==> config.mk <==
export PLATFORM = sky130hd
export DESIGN_NAME = control_seq
export DESIGN_NICKNAME = d
export VERILOG_FILES = /design/src/rtl/control_pkg.sv /design/src/rtl/control_rom.sv /design/src/rtl/control_seq.sv
export SDC_FILE = /design/constraint.sdc
export NUM_CORES = 1
export LEC_CHECK = 0
export CAP_MARGIN = 30
export CORE_UTILIZATION = 41
export CTS_BUF_LIST = sky130_fd_sc_hd__clkbuf_16
export DETAILED_ROUTE_END_ITERATION = 6
export GPL_TIMING_DRIVEN = 0
export PLACE_DENSITY = 0.84
export SLEW_MARGIN = 10
export SYNTH_ARGS = -nofsm -noshare
export SYNTH_HDL_FRONTEND = slang
export SYNTH_SLANG_ARGS = --single-unit
==> constraint.sdc <==
create_clock -name clk2 -period 2 [get_ports clk2]
set_input_delay 0.3 -clock clk2 [delete_from_list [all_inputs] [get_ports clk2]]
set_output_delay 0.3 -clock clk2 [all_outputs]
set_load 0.05 [all_outputs]
==> src/rtl/control_pkg.sv <==
// ---------------------------------------------------------------------------
// control_pkg
// Shared definitions for the microprogrammed control sequencer:
//   mode_e        - 3-bit next-address mode carried in each microword
//   state_e       - sequencer top-level states
//   FETCH_ADDR    - micro-address where every instruction begins
//   DISPATCH_BASE - base of the opcode dispatch table in the microstore
// ---------------------------------------------------------------------------
package control_pkg;

  typedef enum logic [2:0] {
    MODE_SEQ      = 3'd0,
    MODE_JUMP     = 3'd1,
    MODE_DISPATCH = 3'd2,
    MODE_BRZ      = 3'd3,
    MODE_WAIT     = 3'd4,
    MODE_END      = 3'd5,
    MODE_HALT     = 3'd6
  } mode_e;

  typedef enum logic [1:0] {
    ST_IDLE = 2'd0,
    ST_RUN  = 2'd1,
    ST_HALT = 2'd2
  } state_e;

  localparam int FETCH_ADDR    = 1;
  localparam int DISPATCH_BASE = 16;

endpackage

==> src/rtl/control_rom.sv <==
// ---------------------------------------------------------------------------
// control_rom
// Combinational microstore. Each address yields one microword split into
// its control field, next-address mode and jump/branch target.
// Ports:
//   upc_i    [ADDR_W] - micro-address to look up
//   ctrl_o   [CTRL_W] - control word driven onto the datapath
//   mode_o   [3]      - next-address mode
//   target_o [ADDR_W] - target for JUMP / taken BRZ
// ---------------------------------------------------------------------------
module control_rom
  import control_pkg::*;
#(
  parameter int CTRL_W = 10,
  parameter int ADDR_W = 6
) (
  input  logic [ADDR_W-1:0] upc_i,
  output logic [CTRL_W-1:0] ctrl_o,
  output mode_e             mode_o,
  output logic [ADDR_W-1:0] target_o
);

  // Microprogram image. Every address not listed (including the unused
  // dispatch slots 19..31) is a zero control word that ends the instruction.
  always_comb begin
    ctrl_o   = '0;
    mode_o   = MODE_END;
    target_o = '0;
    case (upc_i)
      ADDR_W'(1): begin
        ctrl_o = CTRL_W'(16'h010);
        mode_o = MODE_SEQ;
      end
      ADDR_W'(2): begin
        ctrl_o = CTRL_W'(16'h010);
        mode_o = MODE_DISPATCH;
      end
      ADDR_W'(16): begin
        mode_o   = MODE_JUMP;
        target_o = ADDR_W'(32);
      end
      ADDR_W'(17): begin
        mode_o   = MODE_JUMP;
        target_o = ADDR_W'(40);
      end
      ADDR_W'(18): begin
        mode_o = MODE_HALT;
      end
      ADDR_W'(32): begin
        ctrl_o = CTRL_W'(16'h108);
        mode_o = MODE_SEQ;
      end
      ADDR_W'(33): begin
        ctrl_o = CTRL_W'(16'h064);
        mode_o = MODE_WAIT;
      end
      ADDR_W'(40): begin
        ctrl_o   = CTRL_W'(16'h200);
        mode_o   = MODE_BRZ;
        target_o = ADDR_W'(42);
      end
      ADDR_W'(41): begin
        ctrl_o = CTRL_W'(16'h001);
      end
      ADDR_W'(42): begin
        ctrl_o = CTRL_W'(16'h002);
      end
      default: begin
        ctrl_o   = '0;
        mode_o   = MODE_END;
        target_o = '0;
      end
    endcase
  end

endmodule

==> src/rtl/control_seq.sv <==
// ---------------------------------------------------------------------------
// control_seq
// Microprogrammed control sequencer. A step divider paces the machine so
// that the micro-address and state advance once every CLK_DIV clk2 cycles.
// Ports:
//   clk2      - sole clock, rising edge
//   rst       - asynchronous active-high reset
//   start     - level request to begin an instruction (IDLE only)
//   opcode    - instruction opcode, used by DISPATCH
//   z_flag    - datapath zero flag, used by BRZ
//   mem_ready - memory handshake, used by WAIT
//   ctrlsig   - current control word (zero outside RUN)
//   upc       - current micro-address
//   busy      - high in RUN
//   done      - one-cycle pulse on returning to IDLE via END
//   halted    - high in HALT until reset
// ---------------------------------------------------------------------------
module control_seq
  import control_pkg::*;
#(
  parameter int CTRL_W  = 10,
  parameter int ADDR_W  = 6,
  parameter int OP_W    = 4,
  parameter int CLK_DIV = 1
) (
  input  logic              clk2,
  input  logic              rst,
  input  logic              start,
  input  logic [OP_W-1:0]   opcode,
  input  logic              z_flag,
  input  logic              mem_ready,
  output logic [CTRL_W-1:0] ctrlsig,
  output logic [ADDR_W-1:0] upc,
  output logic              busy,
  output logic              done,
  output logic              halted
);

  localparam int DIV_W = (CLK_DIV > 1) ? $clog2(CLK_DIV) : 1;

  state_e            stateQ, stateD;
  logic [ADDR_W-1:0] upcQ, upcD;
  logic              doneQ, doneD;
  logic [DIV_W-1:0]  divQ, divD;
  logic              tick;

  logic [CTRL_W-1:0] romCtrl;
  mode_e             romMode;
  logic [ADDR_W-1:0] romTarget;
  logic [ADDR_W-1:0] upcInc;
  logic [ADDR_W-1:0] dispatchAddr;

  control_rom #(
    .CTRL_W (CTRL_W),
    .ADDR_W (ADDR_W)
  ) uRom (
    .upc_i    (upcQ),
    .ctrl_o   (romCtrl),
    .mode_o   (romMode),
    .target_o (romTarget)
  );

  // Step divider: tick marks the last clk2 cycle of each micro-step.
  // With CLK_DIV=1 the counter is stuck at zero and tick is always high.
  assign tick = (divQ == DIV_W'(CLK_DIV - 1));
  assign divD = tick ? '0 : divQ + DIV_W'(1);

  always_ff @(posedge clk2 or posedge rst) begin
    if (rst) begin
      divQ <= '0;
    end else begin
      divQ <= divD;
    end
  end

  // Address arithmetic wraps naturally at ADDR_W bits.
  assign upcInc       = upcQ + ADDR_W'(1);
  assign dispatchAddr = ADDR_W'(DISPATCH_BASE) + ADDR_W'(opcode);

  // State register, including the done pulse flag.
  always_ff @(posedge clk2 or posedge rst) begin
    if (rst) begin
      stateQ <= ST_IDLE;
      upcQ   <= '0;
      doneQ  <= 1'b0;
    end else begin
      stateQ <= stateD;
      upcQ   <= upcD;
      doneQ  <= doneD;
    end
  end

  // Next-state logic. Nothing moves between ticks; done is raised only on
  // the tick that retires an instruction, so it lasts exactly one clk2 cycle.
  // Unused mode encodings fall into the default branch and act as END.
  always_comb begin
    stateD = stateQ;
    upcD   = upcQ;
    doneD  = 1'b0;
    if (tick) begin
      case (stateQ)
        ST_IDLE: begin
          if (start) begin
            stateD = ST_RUN;
            upcD   = ADDR_W'(FETCH_ADDR);
          end
        end
        ST_RUN: begin
          case (romMode)
            MODE_SEQ:      upcD = upcInc;
            MODE_JUMP:     upcD = romTarget;
            MODE_DISPATCH: upcD = dispatchAddr;
            MODE_BRZ:      upcD = z_flag ? romTarget : upcInc;
            MODE_WAIT:     upcD = mem_ready ? upcInc : upcQ;
            MODE_HALT:     stateD = ST_HALT;
            default: begin
              stateD = ST_IDLE;
              upcD   = '0;
              doneD  = 1'b1;
            end
          endcase
        end
        default: begin
          stateD = stateQ;
        end
      endcase
    end
  end

  // Outputs: the control word is decoded from the registered upc and is
  // forced to zero whenever the sequencer is not running.
  always_comb begin
    ctrlsig = (stateQ == ST_RUN) ? romCtrl : '0;
    upc     = upcQ;
    busy    = (stateQ == ST_RUN);
    halted  = (stateQ == ST_HALT);
    done    = doneQ;
  end

endmodule

==> results of run 1 <==
-- logic make-up after synthesis --
logic type	Yosys count	share of synthesized area, %
and+or+nand+nor	42	28.3
AOI/OAI and AO/OA	34	29.0
buffers and inverters	18	12.0
DFF	9	24.8
adders and majority gates	4	5.50
other	1	0.412
-- per-stage QoR --
| step | worst slack, ns | cells |
|---|---|---|
| 3_3_place_gp | -0.784 | 161 |
| 4_1_cts | -0.204 | 181 |
| 6_report | -0.220 | 183 |
| 5_1_grt | -0.256 | 183 |
| 2_1_floorplan | -0.438 | 108 |
| 3_5_place_dp | -0.806 | 161 |
-- power by group --
| part | switching, mW | internal [mW] | leakage [nW] | total [mW] |
|---|---|---|---|---|
| combinational | 0.0128 | 0.0165 | 0.525 | 0.0293 |
| sequential | 0 | 0.183 | 0.0950 | 0.183 |
| clock | 0.0841 | 0.261 | 0.0423 | 0.345 |
-- per-layer routing --
layer / vias to the layer above / wire length [µm] / GRT usage (%)
met5: - / 0 / 0
met4: 0 / 165 / 12.3
met3: 22 / 220 / 5.92
met2: 64 / 1460 / 40.2
met1: 488 / 1160 / 28.9
li1: 485 / - / -
-- cell usage in the layout (no fill, tap or decap), types with 3 or more instances in the layout --
master	synthesis	routed
sky130_fd_sc_hd__buf_4	5	23
sky130_fd_sc_hd__clkdlybuf4s50_1	0	16
sky130_fd_sc_hd__inv_1	10	7
sky130_fd_sc_hd__o21ai_0	7	6
sky130_fd_sc_hd__nor2_1	8	6
sky130_fd_sc_hd__dfrtp_2	0	6
sky130_fd_sc_hd__buf_6	3	5
sky130_fd_sc_hd__nand2_1	7	5
sky130_fd_sc_hd__nand3b_1	4	4
sky130_fd_sc_hd__nor3_4	0	3
sky130_fd_sc_hd__o21ai_1	3	3
sky130_fd_sc_hd__and2_1	3	3
sky130_fd_sc_hd__ha_4	0	3
sky130_fd_sc_hd__clkbuf_16	0	3
sky130_fd_sc_hd__dfrtp_1	9	3
-- registers in the layout, summed over array words and instances, names as in the netlist --
| name | count |
|---|---|
| stateQ | 2 |
| upc | 6 |
| done | 1 |
-- area by class of cell --
class	instances	area, µm²
plain buffers	8	78.8
clock buffers	3	75.1
clock inverters	1	3.75
fillers	128	425
inverters	10	46.3
multi-input cells	81	732
flip-flops and latches	9	233
well taps	27	33.8
repair buffers	44	394
-- worst min path at each step --
stage | startpoint | endpoint | slack [ns] | depth (start not counted)
6_report | rst | done | 0.32 | 2
4_1_cts | rst | stateQ[0] | 0.33 | 2
3_5_place_dp | stateQ[1] | stateQ[1] | 0.52 | 2
2_1_floorplan | rst | done | 0.13 | 1
3_3_place_gp | stateQ[1] | stateQ[1] | 0.48 | 2
5_1_grt | rst | stateQ[0] | 0.37 | 2
-- timing repair --
action | in CTS | in global routing
setup buffers | 16 | 3
cloned | 0 | 0
pin swaps | 8 | 4
setup endpoints to repair | 13 | 15
resized for setup | 56 | 22
==> reports/results.txt, run 1 <==
The run finished, with violations left. The final reports fail on setup timing. The tools report the fmax as 0.451 GHz. The most critical setup path has its endpoint at ctrlsig[5]. The root buffer cell chosen for the clock tree is sky130_fd_sc_hd__clkbuf_16.

The tools report the depth of the CTS H-tree as 1. The floorplan has 16 rows. Class of the tightest hold or removal check: in -> async. The slowest cell on the critical path was sky130_fd_sc_hd__dfrtp_2. The clock passes through at most 2 buffers. The run gives 0.00112 ns as the largest clock skew in the final design. Setup total negative slack on the finished layout was measured at -0.673 ns.

The cell family contributing the most delay on the critical path is flip-flops. Entering global routing, the biggest net connects 11 pins. The width of the die is 49.1 µm, and the count of vias placed by the detailed router is 1059. Type of the worst setup path: reg -> out. In this run the number of cells on the critical path is 8. In the synthesized netlist, the cells that appear most often are 10 x sky130_fd_sc_hd__inv_1, 9 x sky130_fd_sc_hd__dfrtp_1, 8 x sky130_fd_sc_hd__nor2_1. Of all flip-flops after synthesis, the portion carrying an async set or reset was 100%.

The run gives 1.92 ns as the data arrival time of the critical path. In this run the critical register-to-register path is launched from upc[0]. In the routed design, unresolved DRC markers number 0.

In this run the count of I/O pins placed on the die edge is 28. The tools report the critical path capture point type as a primary output. Number of synthesized flops with an enable pin: 0. Traced cell by cell, the critical path runs through inv_4 > ha_4 > nand2b_4 > a32o_2 > nor3b_4 > nor3b_4 > buf_6 > buf_8.

On the final layout, the worst hold slack is 0.320 ns. After detailed routing, the average wire length per cell comes to 16.4 µm. Counting every instance in the synthesized netlist gives 108. Worst supply voltage drop on vdd: 942 µV. Setup violations remaining at the end of the flow were counted as 4. At the end of the flow the core is filled with cells to 79.0%. The clock insertion delay at the later pin of the skew report was 0.23 ns; the flip-flop and latch count after synthesis was 9. The congestion estimate from routability-driven global placement came to 0.832. Setup repair after global routing could not meet its margin everywhere. For the distinct cell type count of the synthesized netlist, the log shows 43. The cell type contributing the most total cell area after synthesis was sky130_fd_sc_hd__dfrtp_1. The count of endpoints failing hold in the final timing report is 0, and the layout overhead on the synthesized area is 75.5%. Ranked by total cell area, the synthesized netlist is headed by sky130_fd_sc_hd__dfrtp_1 25%, sky130_fd_sc_hd__ha_1 5.5%, sky130_fd_sc_hd__buf_4 4.1%.

Summing all placed instances gives a cell area of 1310 µm². Counting the buffers created by CTS gives 3. The launch point of the critical path is upc[0]. The clock drives 9 sinks. Buffers inserted to repair hold after CTS numbered 0. The number of antenna repair diodes was 0.

The logs give 3000 µm for the total wire length and -0.05 ns for the slack of the worst reg-to-reg path. The final layout contains 170 nets. After synthesis, the largest area contributor takes up 24.8% of total cell area. The end of the worst register-to-register path was upc[0]. Dividing total power by cell area gives a power density of 349 nW/µm². The total buffers and inverters traversed by the critical path works out to 3. The most used flip-flop cell after synthesis is sky130_fd_sc_hd__dfrtp_1. The tools report the least setup slack across all paths after layout as -0.220 ns. In the finished design, the share of the clock period the worst path needs comes to 111%. Register clock-pin slew on the reported worst setup and hold paths: 0.04 ns.

TritonCTS built the clock tree. The analysis attributes to cell leakage a power of 0.662 nW. The tools report the power consumption as 0.557 mW.

The most numerous cell on the critical path is sky130_fd_sc_hd__nor3b_4. The die covers 2410 µm². The number of max-slew violations in the final report is 0.

The quantity of I/O buffers inserted on ports was 26; the overall global routing resource usage was 24.3%. The cell count of the worst reg-to-reg path is 8. From bottom edge to top edge, the die measures 49.1 µm.

The estimated wirelength of the detail-placed design was 1800 µm. The final non-filler cell area was 1600 µm². Data on the critical path is required at its endpoint by 1.70 ns.

Using the TritonRoute via totals, the vias-per-cell ratio works out to 5.79. For the number of iterations in the first detailed-routing pass, the log shows 4. Type of element launching the critical path: a flip-flop.

The tools report the net count after synthesis as 121. The run gives 910 µm² as the area of the mapped netlist. First-pass GRT wire length: 4390 µm.

The number of routed nets with antenna violations is 0, and the via count of the first global-routing pass is 943. For this run the aggregate overflow at the end of global routing stands at 0. The final period demand of the worst path is 2.22 ns, and the share of synthesized area occupied by flip-flops and latches is 24.8%.

Fraction of layout cells with a size suffix above 1: 49.4%. For this configuration, the core starts out at a cell density of 45.0%. The first routing iteration left 34 violations. In this design, the stage delay of the slowest critical-path cell is 0.43 ns. Across the run, the number of max-cap violations was 0. The number of antenna violations at the first check in global routing is 0. The maximum net fanout on the critical path is 5. In the post-synthesis netlist, the cell with the most instances is sky130_fd_sc_hd__inv_1. The tools report the warning count from the yosys run as 0. A synthesized cell averages 8.42 µm².

Core footprint: 2020 µm².
Power figures use the tool's default switching activity.
==> run 2, diff against run 1 <==
Settings changed: CORE_UTILIZATION 41 to 49, PLACE_DENSITY 0.84 to 0.93.
Clock period 2 ns to 2.7 ns, I/O delays scaled along.
==> run 2 against run 1 <==
Net effect:
- the run now ends clean
- clock skew hardly changed
- wire length is 11% lower
- register-to-register slack better by 0.67 ns
- non-clock buffer count is 14 lower
- worst hold slack better by 0.11 ns
- die area is 16% lower
- via count is 5.5% lower
- worst setup slack better by 0.33 ns
- cell count is 8.7% lower
- largest power group unchanged
- first-iteration DRC count is 15% higher
- critical path depth is 1 lower
- combinational power is 30% lower
==> reports/results.txt, run 2 (synthesis gave the netlist of run 1 again) <==
The logs give 0.62 ns (+0.67 ns) for the slack of the worst reg-to-reg path and 52.7% (+7.7 points) for the effective utilization at floorplan. For the count of endpoints failing hold in the final timing report, the log shows 0 (unchanged). Y dimension of the die: 45.1 µm (-8.2%). The tools report the cell row count as 15 (-1). The quantity of I/O buffers inserted on ports works out to 26 (unchanged). The signal on the critical path passes through inv_2 > ha_2 > nand2_1 > a21boi_1 > nor3_2 > nor3b_4 > clkdlybuf4s15_2. The delay of the slowest critical-path stage came out at 0.42 ns (about the same). Class of the tightest hold or removal check: in -> async. The tools report the clock tree buffer depth as 2 (unchanged). The number of antenna repair diodes is 0 (unchanged), and the worst supply voltage drop on vdd is 426 µV (-55%). The layout filler cell count is 127 (-0.78%). TritonCTS built the clock tree.

The tools report the cell leakage power as 0.619 nW (-6.5%). The type of element launching the critical path was a flip-flop. The tools report the number of primary I/O pins as 28 (unchanged).

The number of max-capacitance violations reported came out at 0 (unchanged). The logs give 0 (unchanged) for the number of DRC violations after detailed routing and 2.19 ns (+0.27 ns) for the data arrival time of the critical path. STA classifies the critical path endpoint as a primary output. The maximum net fanout on the critical path is 7 (+2).

The tools report the number of instances in the placed design as 159 (-1.2%). The flip-flop count of the largest register after layout is 6 (unchanged), and the depth of the CTS H-tree is 1 (unchanged). The tools report the post-route core utilization as 78.3% (-0.70 points).

The detailed-route vias per instance is 5.99 (+3.6%), and the register clock-pin slew on the reported worst setup and hold paths is 0.04 ns (about the same). Number of antenna violations at the first check in global routing: 0 (unchanged). Number of max-slew violations in the final report: 0 (unchanged). The remaining global-route overflow is 0 (unchanged). The run gives 3930 µm (-10%) as the first-pass GRT wire length.

In the layout the commonest cells are 17 x sky130_fd_sc_hd__clkdlybuf4s50_1, 9 x sky130_fd_sc_hd__inv_1, 8 x sky130_fd_sc_hd__nor2_1. Subtracting the final worst setup slack from the clock period gives 2.59 ns. The count of non-filler cells in the finished layout is 167 (-8.7%), and the count of vias placed by the detailed router is 1001 (-5.5%). The run gives 0.000690 ns (-0.000431 ns) as the largest clock skew in the final design.

For the via count of the first global-routing pass, the log shows 866 (-8.2%). The pin count of the biggest net entering global routing was 11 (unchanged); the final routed wire length divided by cell count was 16.0 µm (-2.3%). Clock buffer count from CTS: 3 (unchanged). For the clock insertion delay at the later pin of the skew report, the log shows 0.23 ns (about the same). The logs give 1970 µm (+9.0%) for the estimated wirelength of the detail-placed design and 0.386 GHz for the fmax. Cell area after placement: 1230 µm² (-6.0%). Type of the worst setup path: reg -> out. The setup violation total in the final timing report came out at 0 (-4). The run finished with clean final reports.

Setup repair after global routing left no endpoint under its margin. The tools report the overall global routing resource usage as 27.3% (+3.1 points). The number of design-rule violations left by the first detailed-router iteration came out at 39 (+15%). The number of nets in the layout came out at 156 (-8.2%). For the pin with the worst max-slew slack, the measured transition is 0.586 ns.

The TritonCTS sink count came out at 9 (unchanged). The core footprint was 1730 µm² (-15%); the number of routed nets with antenna violations was 0 (unchanged). The slowest cell on the critical path is sky130_fd_sc_hd__dfrtp_2. The library cell used most frequently in the layout, excluding fill and tap cells, is sky130_fd_sc_hd__clkdlybuf4s50_1.

The run gives 2680 µm (-11%) as the total wire length. The fraction of layout cells with a size suffix above 1 is 26.1% (-23 points), and the weighted congestion at the end of routability-driven global placement is 0.893 (+7.4%). The logs give 4 (unchanged) for the number of iterations in the first detailed-routing pass and 2.30 ns (+0.60 ns) for the data required time at the worst endpoint.

For the overall die area, the log shows 2030 µm² (-16%). The cell count of the worst reg-to-reg path is 8 (unchanged), and the final non-filler cell area is 1350 µm² (-15%). Part of the cycle the worst path needs: 96.0%. The cell area power density is 303 nW/µm² (-13%), and the setup TNS is 0 ns (+0.673 ns).

The width of the die works out to 45.1 µm (-8.2%). The tree is rooted in a sky130_fd_sc_hd__clkbuf_16. In this run the tightest slew margin relative to its limit is 60.6%. The layout overhead on the synthesized area is 48.6%.
[run 2: changes by cell type in the layout (fill, tap and decap cells not counted), moves of 3 or more]
| cell | previous run | this run |
|---|---|---|
| sky130_fd_sc_hd__buf_4 | 23 | 7 |
| sky130_fd_sc_hd__dfrtp_1 | 3 | 7 |
| sky130_fd_sc_hd__dfrtp_2 | 6 | 2 |
| sky130_fd_sc_hd__dlymetal6s2s_1 | 0 | 5 |
| sky130_fd_sc_hd__nor3_1 | 2 | 5 |
| sky130_fd_sc_hd__nor3_4 | 3 | 0 |
[run 2: worst paths after layout]
check / startpoint / endpoint
setup / recovery: upc[0] / ctrlsig[2]
hold / removal: rst / upc[3]
setup reg to reg: upc[0] / upc[5]
hold reg to reg: stateQ[1] / stateQ[1]
max in group asynchronous: rst / upc[0]
min in group clk2: stateQ[1] / stateQ[1]
[run 2: repair_timing]
item / 4_1_cts / 5_1_grt
buffers inserted: 2 / 2
endpoints found under the setup margin: 4 / 8
resized for setup: 10 / 11
pin swaps: 2 / 1
hold buffers: 0 / 0
[run 2: cell type report]
class / count / area (µm²) / share of cell area [%]
Multi-Input combinational cell: 81 / 604 / 44.7
Timing Repair Buffer: 30 / 293 / 21.7
Sequential cell: 9 / 228 / 16.9
Buffer: 8 / 78.8 / 5.83
Clock buffer: 3 / 75.1 / 5.56
Inverter: 10 / 37.5 / 2.78
Tap cell: 25 / 31.3 / 2.31
Clock inverter: 1 / 3.75 / 0.278
[run 2: power breakdown]
group          switching, mW  internal (mW)  leakage (nW)
Clock                 0.0602          0.193        0.0423
Combinational        0.00832         0.0121         0.478
Sequential                 0          0.136        0.0990
Total                 0.0685          0.341         0.619
[run 2: worst max-delay path, delay by kind of cell (launching register included)]
family          cells  cell delay, ns
compound gates      1            0.18
fa+ha+maj           1            0.27
buf+inv             2            0.52
flops               1            0.42
simple gates        3            0.56
[run 2: per-layer routing]
metal | share of wire, % | global-route usage [%] | up-vias
met5 | 0 | 0 | -
met4 | 1.9 | 14.5 | 0
met3 | 8.1 | 4.00 | 9
met2 | 52 | 47.5 | 68
met1 | 37 | 32.2 | 472
li1 | - | - | 452
[run 2: through the flow]
step	hold WS (ns)	power (mW)	worst slack [ns]
final	0.426	0.409	0.109
after detailed placement	0.503	0.158	-0.429
after floorplan	0.233	0.145	0.00793
after global routing	0.478	0.421	0.0331
after CTS	0.430	0.415	0.0179
after global placement	0.492	0.157	-0.371
